===== src/rtl/alu_sequencer.sv =====
// Single-transaction sequencer in front of a combinational ALU with registered flags.
// Compare ops take an extra cycle so the ALU's flag register can settle before capture.
module alu_sequencer #(
  parameter int unsigned WORD_SIZE = 32,
  parameter int unsigned OP_WIDTH  = 5
) (
  input  logic                 clk,
  input  logic                 rst,
  input  logic                 req_valid,
  output logic                 req_ready,
  input  logic [OP_WIDTH-1:0]  req_op,
  input  logic [WORD_SIZE-1:0] req_a,
  input  logic [WORD_SIZE-1:0] req_b,
  input  logic [3:0]           req_tag,
  output logic [OP_WIDTH-1:0]  alu_com,
  output logic [WORD_SIZE-1:0] alu_in0,
  output logic [WORD_SIZE-1:0] alu_in1,
  input  logic [WORD_SIZE-1:0] alu_out,
  input  logic                 alu_carry,
  input  logic                 alu_sign,
  input  logic                 alu_zero,
  output logic                 rsp_valid,
  input  logic                 rsp_ready,
  output logic [WORD_SIZE-1:0] rsp_data,
  output logic [2:0]           rsp_flags,
  output logic [3:0]           rsp_tag,
  output logic                 rsp_err
);

  localparam logic [OP_WIDTH-1:0] ALU_OP_THA_WORD = OP_WIDTH'(0);
  localparam logic [OP_WIDTH-1:0] ALU_OP_DIV      = OP_WIDTH'(4);
  localparam logic [OP_WIDTH-1:0] ALU_OP_MOD      = OP_WIDTH'(5);
  localparam logic [OP_WIDTH-1:0] ALU_OP_CMP      = OP_WIDTH'(9);
  localparam logic [OP_WIDTH-1:0] ALU_OP_CGE      = OP_WIDTH'(10);
  localparam logic [OP_WIDTH-1:0] ALU_OP_CGT      = OP_WIDTH'(11);

  typedef enum logic [1:0] {IDLE, EXEC, FLAG, RESP} state_t;

  state_t                 state, state_n;
  logic [OP_WIDTH-1:0]    alu_com_n;
  logic [WORD_SIZE-1:0]   alu_in0_n, alu_in1_n, rsp_data_n;
  logic [2:0]             rsp_flags_n, alu_flags;
  logic [3:0]             rsp_tag_n;
  logic                   rsp_err_n, accept, div_zero, exec_cmp;

  // Ready can complete a pending response and take a new request on the same edge.
  assign req_ready = (state == IDLE && !rst) || (state == RESP && rsp_ready);
  assign rsp_valid = (state == RESP);
  assign accept    = req_valid && req_ready;
  assign div_zero  = (req_op == ALU_OP_DIV || req_op == ALU_OP_MOD) && (req_b == '0);
  assign exec_cmp  = (alu_com == ALU_OP_CMP) || (alu_com == ALU_OP_CGE) || (alu_com == ALU_OP_CGT);
  assign alu_flags = {alu_carry, alu_sign, alu_zero};

  always_ff @(posedge clk or posedge rst) begin
    if (rst) begin
      state     <= IDLE;
      alu_com   <= ALU_OP_THA_WORD;
      alu_in0   <= '0;
      alu_in1   <= '0;
      rsp_data  <= '0;
      rsp_flags <= '0;
      rsp_tag   <= '0;
      rsp_err   <= 1'b0;
    end else begin
      state     <= state_n;
      alu_com   <= alu_com_n;
      alu_in0   <= alu_in0_n;
      alu_in1   <= alu_in1_n;
      rsp_data  <= rsp_data_n;
      rsp_flags <= rsp_flags_n;
      rsp_tag   <= rsp_tag_n;
      rsp_err   <= rsp_err_n;
    end
  end

  // ALU command is only non-idle during the single EXEC cycle.
  always_comb begin
    state_n     = state;
    alu_com_n   = ALU_OP_THA_WORD;
    alu_in0_n   = '0;
    alu_in1_n   = '0;
    rsp_data_n  = rsp_data;
    rsp_flags_n = rsp_flags;
    rsp_tag_n   = rsp_tag;
    rsp_err_n   = rsp_err;

    case (state)
      EXEC: begin
        rsp_data_n = alu_out;
        if (exec_cmp) begin
          state_n = FLAG;
        end else begin
          rsp_flags_n = alu_flags;
          state_n     = RESP;
        end
      end
      FLAG: begin
        rsp_flags_n = alu_flags;
        state_n     = RESP;
      end
      RESP: begin
        if (rsp_ready && !req_valid) state_n = IDLE;
      end
      default: state_n = IDLE;
    endcase

    if (accept) begin
      rsp_tag_n = req_tag;
      if (div_zero) begin
        rsp_err_n   = 1'b1;
        rsp_data_n  = '1;
        rsp_flags_n = alu_flags;
        state_n     = RESP;
      end else begin
        rsp_err_n = 1'b0;
        alu_com_n = req_op;
        alu_in0_n = req_a;
        alu_in1_n = req_b;
        state_n   = EXEC;
      end
    end
  end

endmodule


===== config.mk =====
export PLATFORM = sky130hd
export DESIGN_NAME = alu_sequencer
export DESIGN_NICKNAME = d
export VERILOG_FILES = /design/src/rtl/alu_sequencer.sv
export SDC_FILE = /design/constraint.sdc
export NUM_CORES = 1
export LEC_CHECK = 0
export CORE_ASPECT_RATIO = 0.75
export CORE_MARGIN = 4
export CORE_UTILIZATION = 43
export DETAILED_ROUTE_END_ITERATION = 8
export PLACE_DENSITY = 0.87
export SLEW_MARGIN = 25
export SYNTH_ARGS = -nofsm -noshare
export SYNTH_HDL_FRONTEND = slang
export SYNTH_SLANG_ARGS = --single-unit

===== constraint.sdc =====
create_clock -name clk -period 6.25 [get_ports clk]
set_clock_uncertainty 0.1 [all_clocks]
set_input_delay 0.9375 -clock clk [delete_from_list [all_inputs] [get_ports clk]]
set_output_delay 0.9375 -clock clk [all_outputs]
set_load 0.01 [all_outputs]

---- Word level (Yosys, flattened, before mapping) ----
Cells that the tools add are included.
word-level totals
  flip-flop bits (word level) ............. 111
  bits of input ports ..................... 112
  logic and storage cells ................. 49
  output and inout port bits .............. 111
cells by class
  equality and inequality tests ........... 9
  reductions and logical operators ........ 13
  multiplexer cells ....................... 19
operators with widths
  cell                                                             number
  32-bit two-way mux                                               7
  32-bit zero test                                                 1
  5-bit by 4-bit == test with 1-bit output, second input constant  3
  5-bit by 3-bit == test with 1-bit output, second input constant  2
  5-bit two-way mux                                                2
  3-bit two-way mux                                                3
  2-bit two-way mux                                                3
  2-bit case mux with 3 select lines                               1
  3-bit case mux with 2 select lines                               1
  1-bit logical AND                                                5
  2-bit == test, second input constant                             2
  1-bit logical OR                                                 4
  3-bit by 1-bit != test with 1-bit output, second input constant  1
  2-bit by 1-bit == test with 1-bit output, second input constant  1
  1-bit zero test                                                  2
  2-bit zero test                                                  1
  1-bit two-way mux                                                2

---- Longest topological paths before layout ----
Gate-level depths: netlist of the first run.
  depth after elaboration ................. 7
  depth in mapped cells ................... 7
  depth with buffers taken out ............ 6

---- Least setup slack after synthesis of the first run ----
OpenSTA, ideal clock, no wires.
  path kind ............................... in2out
  from .................................... in rst
  to ...................................... out req_ready
  arrival ................................. 1.277 ns
  buffers on the path ..................... 0
  setup slack ............................. 3.936 ns
  required time ........................... 5.213 ns
  cell stages on the path ................. 2
  cells stage by stage .................... nand2b_1 > nand2_1
on the way
  word-level cells in the longest chain between the ends .. 3
RTL lines
  item                       line  text
  from (decl)                8     input logic rst,
  1-bit zero test (no line)  n/a
  1-bit logical AND          47    assign req_ready = (state == IDLE && !rst) || (state == RESP && rsp_ready);
  1-bit logical OR           47
  to (decl)                  10    output logic req_ready,
No other way between the ends.

---- Worst setup path in the final report of the first run ----
Ends and elaborated chain as after synthesis.

==> impl_metrics.yaml, run 1 <==
sta:
  whs_ns: 0.381
  rsz0062_at_grt: "no"
  fin_setup_tns_ns: 0
  maxSlewHeadroom_pct: 32.2
  drv_slew: 0
  timing.final.crit_share_pct: 54.4
  hold_viol_final: 0
  fmax_mhz: 294
  setup_viol: 0
  fin_crit_ns: 3.40
  worst_slew_pin_slew_ns: 1.02
die:
  rows: 31
  num_io_pins: 223
  core-area_um2: 9740
  die-area_um2: 11700
  die_y_um: 94.7
  start_util_pct: 44.3
  chipWidth_um: 124
drt:
  vias: 3240
  drt-total-wl_um: 11400
  drc: 0
  avgRoutedWirePerCell_um: 16.7
  drt_iter0_drc: 132
  drt-pass1-iter-count: 6
  ant_nets: 0
  vias_per_cell: 4.74
placement:
  dpl.hpwl_um: 8730
  portBuffers: 222
  placed_cells: 670
  gp_congestion: 0.851
  place_area_um2: 6610
critical_path:
  cp_common_cell: "clkdlybuf4s50_1"
  arrival_ns: 2.36
  path_cells: "clkdlybuf4s50_1, nand2b_1, nand2_1, clkdlybuf4s50_1"
  critical_path.slowest_cell: "clkdlybuf4s50_1"
  crit_fanout: 7
  critPathLaunchType: "primary input"
  cp.required_ns: 5.21
  cp-end-kind: "output pin"
  criticalPathCategory: "in2out"
  cp_slowest_stage_delay_ns: 0.56
clocking:
  insertion_delay_ns: 0.33
  cts_resized: 0
  cts_setup_buffers: 0
  cts_tree: "built"
  clkSinkCount: 111
  clkSlewWorstSetupHoldPaths_ns: 0.07
  clockRootBuffer: "clkbuf_16"
  clockBufferDepth: 2
  hold_buffers: 0
  htreeDepth: 3
  cts_buffers: 9
power:
  ir_drop_uv: 218
  power.leakage_nw: 3.16
  power_density_nw_per_um2: 378
finish:
  syn2layout_area_growth_pct: 60.7
  antenna_cells: 0
  final_core_util_pct: 71.2
  stdcell_area_um2: 6930
  instances_no_fill: 683
  final_cell_mix: "222 x clkdlybuf4s50_1, 111 x dfrtp_1, 49 x nand2_1"
  drive_gt1_share_pct: 10.3
  fin_nets: 665
  layout_commonest_cell: "clkdlybuf4s50_1"
yosys:
  synth_top_family_by_area: "simple AND/OR/NAND/NOR gates"
  synth_area_leaders: "dfrtp_1 64%, mux2i_1 7.4%, and2_4 6.1%"
  ys_seq_area_share_pct: 64.4
  synthAdderAreaFrac_pct: 1.16
  syn_area_um2: 4310
  synth_top_area_share_pct: 64.4
  yosysWarningCount: 0
  avgSynthCellArea_um2: 13.1
  synth_compound_area_share_pct: 3.22
  ys_types: 33
  synth_top_cell_by_area: "dfrtp_1"
  synth.net_count: 446
  synth_xor_area_share_pct: 0
  synthSimpleGateAreaFrac_pct: 20.2
  synthCells: 330
  synth-seq-cells: 111
  synth_mux_area_share_pct: 7.43
grt:
  grt_max_degree: 63
  grt_usage_pct: 19.5
  grt_first_pass_wirelength_um: 17400
  antenna_found_initial: 0
  first_global_vias: 3495
  grt-ovfl-total: 0
min_path:
  hold_path.class: "reg2reg"
outcome:
  status: "finished, final reports clean"
job:
  drv_cap: 0
==> critical path, delay by kind of cell <==
| family | cells | cell delay (ns) |
|---|---|---|
| buf+inv | 2 | 1.02 |
| simple gates | 2 | 0.40 |
==> logic make-up after synthesis <==
kind of cell / Yosys count
buffers and inverters: 27
AO/OA/AOI/OAI: 16
multiplexers: 32
adder cells (fa/ha/maj): 4
AND/OR/NAND/NOR: 140
flip-flops: 111
==> synthesized netlist by cell type <==
library cell	instances
buf_6	6
o41a_1	1
o221ai_1	3
nand2_1	49
o21ai_0	2
and2_1	35
nor2_1	3
buf_2	1
and3_1	1
clkbuf_1	7
nor2b_1	1
ha_1	4
a41o_1	1
a211oi_1	3
nand4_1	3
inv_1	11
nand2b_1	2
and4_1	1
or4_4	2
o31a_1	1
a21oi_2	1
a31oi_1	2
mux2i_1	32
and2_4	30
nand4_4	1
nor4_1	6
dfrtp_1	111
and2_2	4
nor2_8	1
a21o_1	1
clkbuf_4	2
nor4b_1	1
a31oi_4	1
==> layer usage <==
metal	GRT usage [%]	vias to the layer above	part of all wire, %
met3	8.98	10	11
met2	34.7	157	51
met1	21.1	1560	37
met4	4.88	0	1.2
met5	0	-	0
li1	-	1513	-
==> per-stage QoR <==
step | power (W) | setup WS (ns)
after floorplan | 0.00147 | 2.28
after global placement | 0.00199 | 2.88
after detailed placement | 0.00202 | 2.86
after CTS | 0.00265 | 2.85
after global routing | 0.00277 | 2.80
final | 0.00262 | 2.85
==> registers in the layout, indices dropped and copies added, names as in the netlist <==
register / flops
rsp_err: 1
alu_com: 5
state: 2
rsp_tag: 4
alu_in0: 32
rsp_flags: 3
rsp_data: 32
alu_in1: 32
==> path summary, 6_finish.rpt <==
check | from | endpoint | slack, ns | depth (start not counted)
hold reg to reg | rsp_tag[0]$_DFFE_PP0P_ | rsp_tag[0]$_DFFE_PP0P_ | 0.38 | 2
max in group asynchronous | rst | rsp_data[11]$_DFF_PP0_ | 3.89 | 3
setup / recovery | rst | req_ready | 2.85 | 4
min in group asynchronous | rst | alu_in0[4]$_DFF_PP0_ | 0.96 | 2
setup reg to reg | state[1]$_DFFE_PP0P_ | rsp_flags[0]$_DFF_PP0_ | 3.70 | 6
hold / removal | rsp_tag[0]$_DFFE_PP0P_ | rsp_tag[0]$_DFFE_PP0P_ | 0.38 | 2
==> where the power goes <==
group | switching (W) | internal, W | leakage [nW]
Clock | 0.000236 | 0.000385 | 0.153
Combinational | 0.000426 | 0.000573 | 1.56
Sequential | 0.0000928 | 0.000908 | 1.45
Total | 0.000755 | 0.00187 | 3.16
==> area by class of cell <==
cell class,count,area (um^2)
inverter,11,43.8
timing repair buffer,224,2240
clock inverter,4,97.6
tap,132,165
sequential,111,2780
multi-input combinational,192,1380
fill,695,2810
clock buffer,9,225
Power figures use the tool's default switching activity.
==> inputs of run 2 (changes only) <==
--- a/config.mk
+++ b/config.mk
@@ -7,9 +7,9 @@
 export LEC_CHECK = 0
 export CORE_ASPECT_RATIO = 0.75
 export CORE_MARGIN = 4
-export CORE_UTILIZATION = 43
+export CORE_UTILIZATION = 40
 export DETAILED_ROUTE_END_ITERATION = 8
-export PLACE_DENSITY = 0.87
+export PLACE_DENSITY = 0.82
 export SLEW_MARGIN = 25
 export SYNTH_ARGS = -nofsm -noshare
 export SYNTH_HDL_FRONTEND = slang
==> constraint.sdc (replaced) <==
create_clock -name clk -period 3.24 [get_ports clk]
set_clock_uncertainty 0.1 [all_clocks]
set_input_delay 0.486 -clock clk [delete_from_list [all_inputs] [get_ports clk]]
set_output_delay 0.486 -clock clk [all_outputs]
set_load 0.01 [all_outputs]
==> run 2 against run 1 <==
  * Clock power up 58%
  * Via count down 2.5%
  * Register-to-register slack lost 2.8 ns
  * Utilization shrank 4.6 points
  * Sequential share of layout area is essentially flat
  * Cell count increased by 1.5%
  * Global-route usage decreased by 1.7 points
  * First-iteration DRC count fell by 46%
  * Combinational power is 92% higher
  * Die area increased by 6.9%
  * Critical endpoint unchanged
  * Sequential cell count unchanged
==> impl_metrics.yaml, run 2 (same netlist as run 1, synthesis figures left out) <==
outcome:
  status: "finished, final reports clean"
grt:
  grt_first_pass_wirelength_um: 17500
  antenna_found_initial: 0
  grt-ovfl-total: 0
  grt_max_degree: 44
  first_global_vias: 3373
  grt_usage_pct: 17.8
finish:
  instances_no_fill: 693
  top_regs: "alu_in0 (32), alu_in1 (32), rsp_data (32)"
  antenna_cells: 0
  drive_gt1_share_pct: 11.0
  nFillCells: 771
  layout_commonest_cell: "clkdlybuf4s50_1"
  fin_nets: 668
  syn2layout_area_growth_pct: 60.6
  stdcell_area_um2: 6930
  final_cell_mix: "222 x clkdlybuf4s50_1, 111 x dfrtp_1, 49 x nand2_1"
sta:
  worst_slew_pin_slew_ns: 0.880
  fin_crit_ns: 2.46
  rsz0062_at_grt: "no"
  drv_slew: 0
  hold_viol_final: 0
  timing.final.crit_share_pct: 75.8
  maxSlewHeadroom_pct: 41.4
  setup_viol: 0
  fmax_mhz: 407
  whs_ns: 0.386
  fin_setup_tns_ns: 0
critical_path:
  critical_path.slowest_cell: "clkdlybuf4s50_1"
  critPathLaunchType: "primary input"
  criticalPathCategory: "in2out"
  cp-end-kind: "output pin"
  crit_fanout: 7
  cp_common_cell: "clkdlybuf4s50_1"
  path_cells: "clkdlybuf4s50_1, nand2b_1, nand2_1, clkdlybuf4s50_1"
  cp_slowest_stage_delay_ns: 0.56
  cp.required_ns: 2.65
  arrival_ns: 1.87
clocking:
  cts_tree: "built"
  clockBufferDepth: 2
  cts_buffers: 9
  clkSinkCount: 111
  cts_setup_buffers: 0
  cts_resized: 0
  insertion_delay_ns: 0.33
  clockRootBuffer: "clkbuf_16"
  hold_buffers: 0
  clkSlewWorstSetupHoldPaths_ns: 0.07
  htreeDepth: 3
power:
  power_density_nw_per_um2: 697
  power.leakage_nw: 3.14
  ir_drop_uv: 367
placement:
  placed_cells: 677
  place_area_um2: 6660
  gp_congestion: 0.808
  dpl.hpwl_um: 8480
  portBuffers: 222
die:
  core-area_um2: 10400
  rows: 32
  num_io_pins: 223
  chipWidth_um: 128
  die-area_um2: 12500
  start_util_pct: 41.4
  die_y_um: 97.9
drt:
  vias: 3160
  drc: 0
  drt-pass1-iter-count: 4
  avgRoutedWirePerCell_um: 15.6
  drt-total-wl_um: 10800
  ant_nets: 0
  drt_iter0_drc: 71
  vias_per_cell: 4.56
min_path:
  hold_path.class: "reg2reg"
job:
  drv_cap: 0
run 2: cell count changes in the layout (fill, tap and decap cells not counted):
cell / previous run / this run
buf_12: 0 / 2
buf_4: 2 / 3
bufinv_16: 3 / 0
clkbuf_1: 0 / 2
clkinv_2: 0 / 1
clkinvlp_4: 1 / 5
inv_4: 1 / 0
run 2: per-layer routing:
metal / share of wire, % / vias to the layer above / GRT usage (%) / wire length (um)
met5: 0 / - / 0 / 0
met4: 0.94 / 0 / 4.16 / 102
met3: 11 / 9 / 8.53 / 1200
met2: 49 / 135 / 30.0 / 5340
met1: 39 / 1495 / 20.6 / 4170
li1: - / 1521 / - / -
run 2: area by class of cell:
type                            count  area [um^2]  area share, %
Clock buffer                       11          233           3.36
Tap cell                          136          170           2.46
Clock inverter                      5         35.0          0.506
Multi-Input combinational cell    192         1380           19.9
Inverter                           11         45.0          0.650
Sequential cell                   111         2780           40.1
Timing Repair Buffer              227         2280           33.0
run 2: stage by stage:
step	util [%]	power, W	worst slack (ns)
floorplan	-	0.00284	1.31
global placement	64.0	0.00385	0.503
detailed placement	64.0	0.00390	0.476
CTS	66.5	0.00490	0.771
global route	66.5	0.00515	0.706
finish	66.5	0.00483	0.783
run 2: worst paths after layout:
path,startpoint,to,slack [ns],depth (start not counted)
max in group asynchronous,rst,rsp_err$_DFFE_PP0P_,1.83,3
worst max-delay path,rst,req_ready,0.78,4
worst max register to register,state[0]$_DFFE_PP0P_,alu_in0[31]$_DFF_PP0_,0.91,6
worst min-delay path,rsp_tag[2]$_DFFE_PP0P_,rsp_tag[2]$_DFFE_PP0P_,0.39,2
worst min register to register,rsp_tag[2]$_DFFE_PP0P_,rsp_tag[2]$_DFFE_PP0P_,0.39,2
min in group asynchronous,rst,alu_in0[17]$_DFF_PP0_,0.56,2
run 2: critical path: cells and delay by family:
kind          cells  cell delay [ns]
buf+inv           2             1.01
simple gates      2             0.38
run 2: power breakdown:
part | internal [W] | switching, W
Combinational | 0.00111 | 0.000813
Sequential | 0.00175 | 0.000173
Clock | 0.000520 | 0.000459
Total | 0.00338 | 0.00145
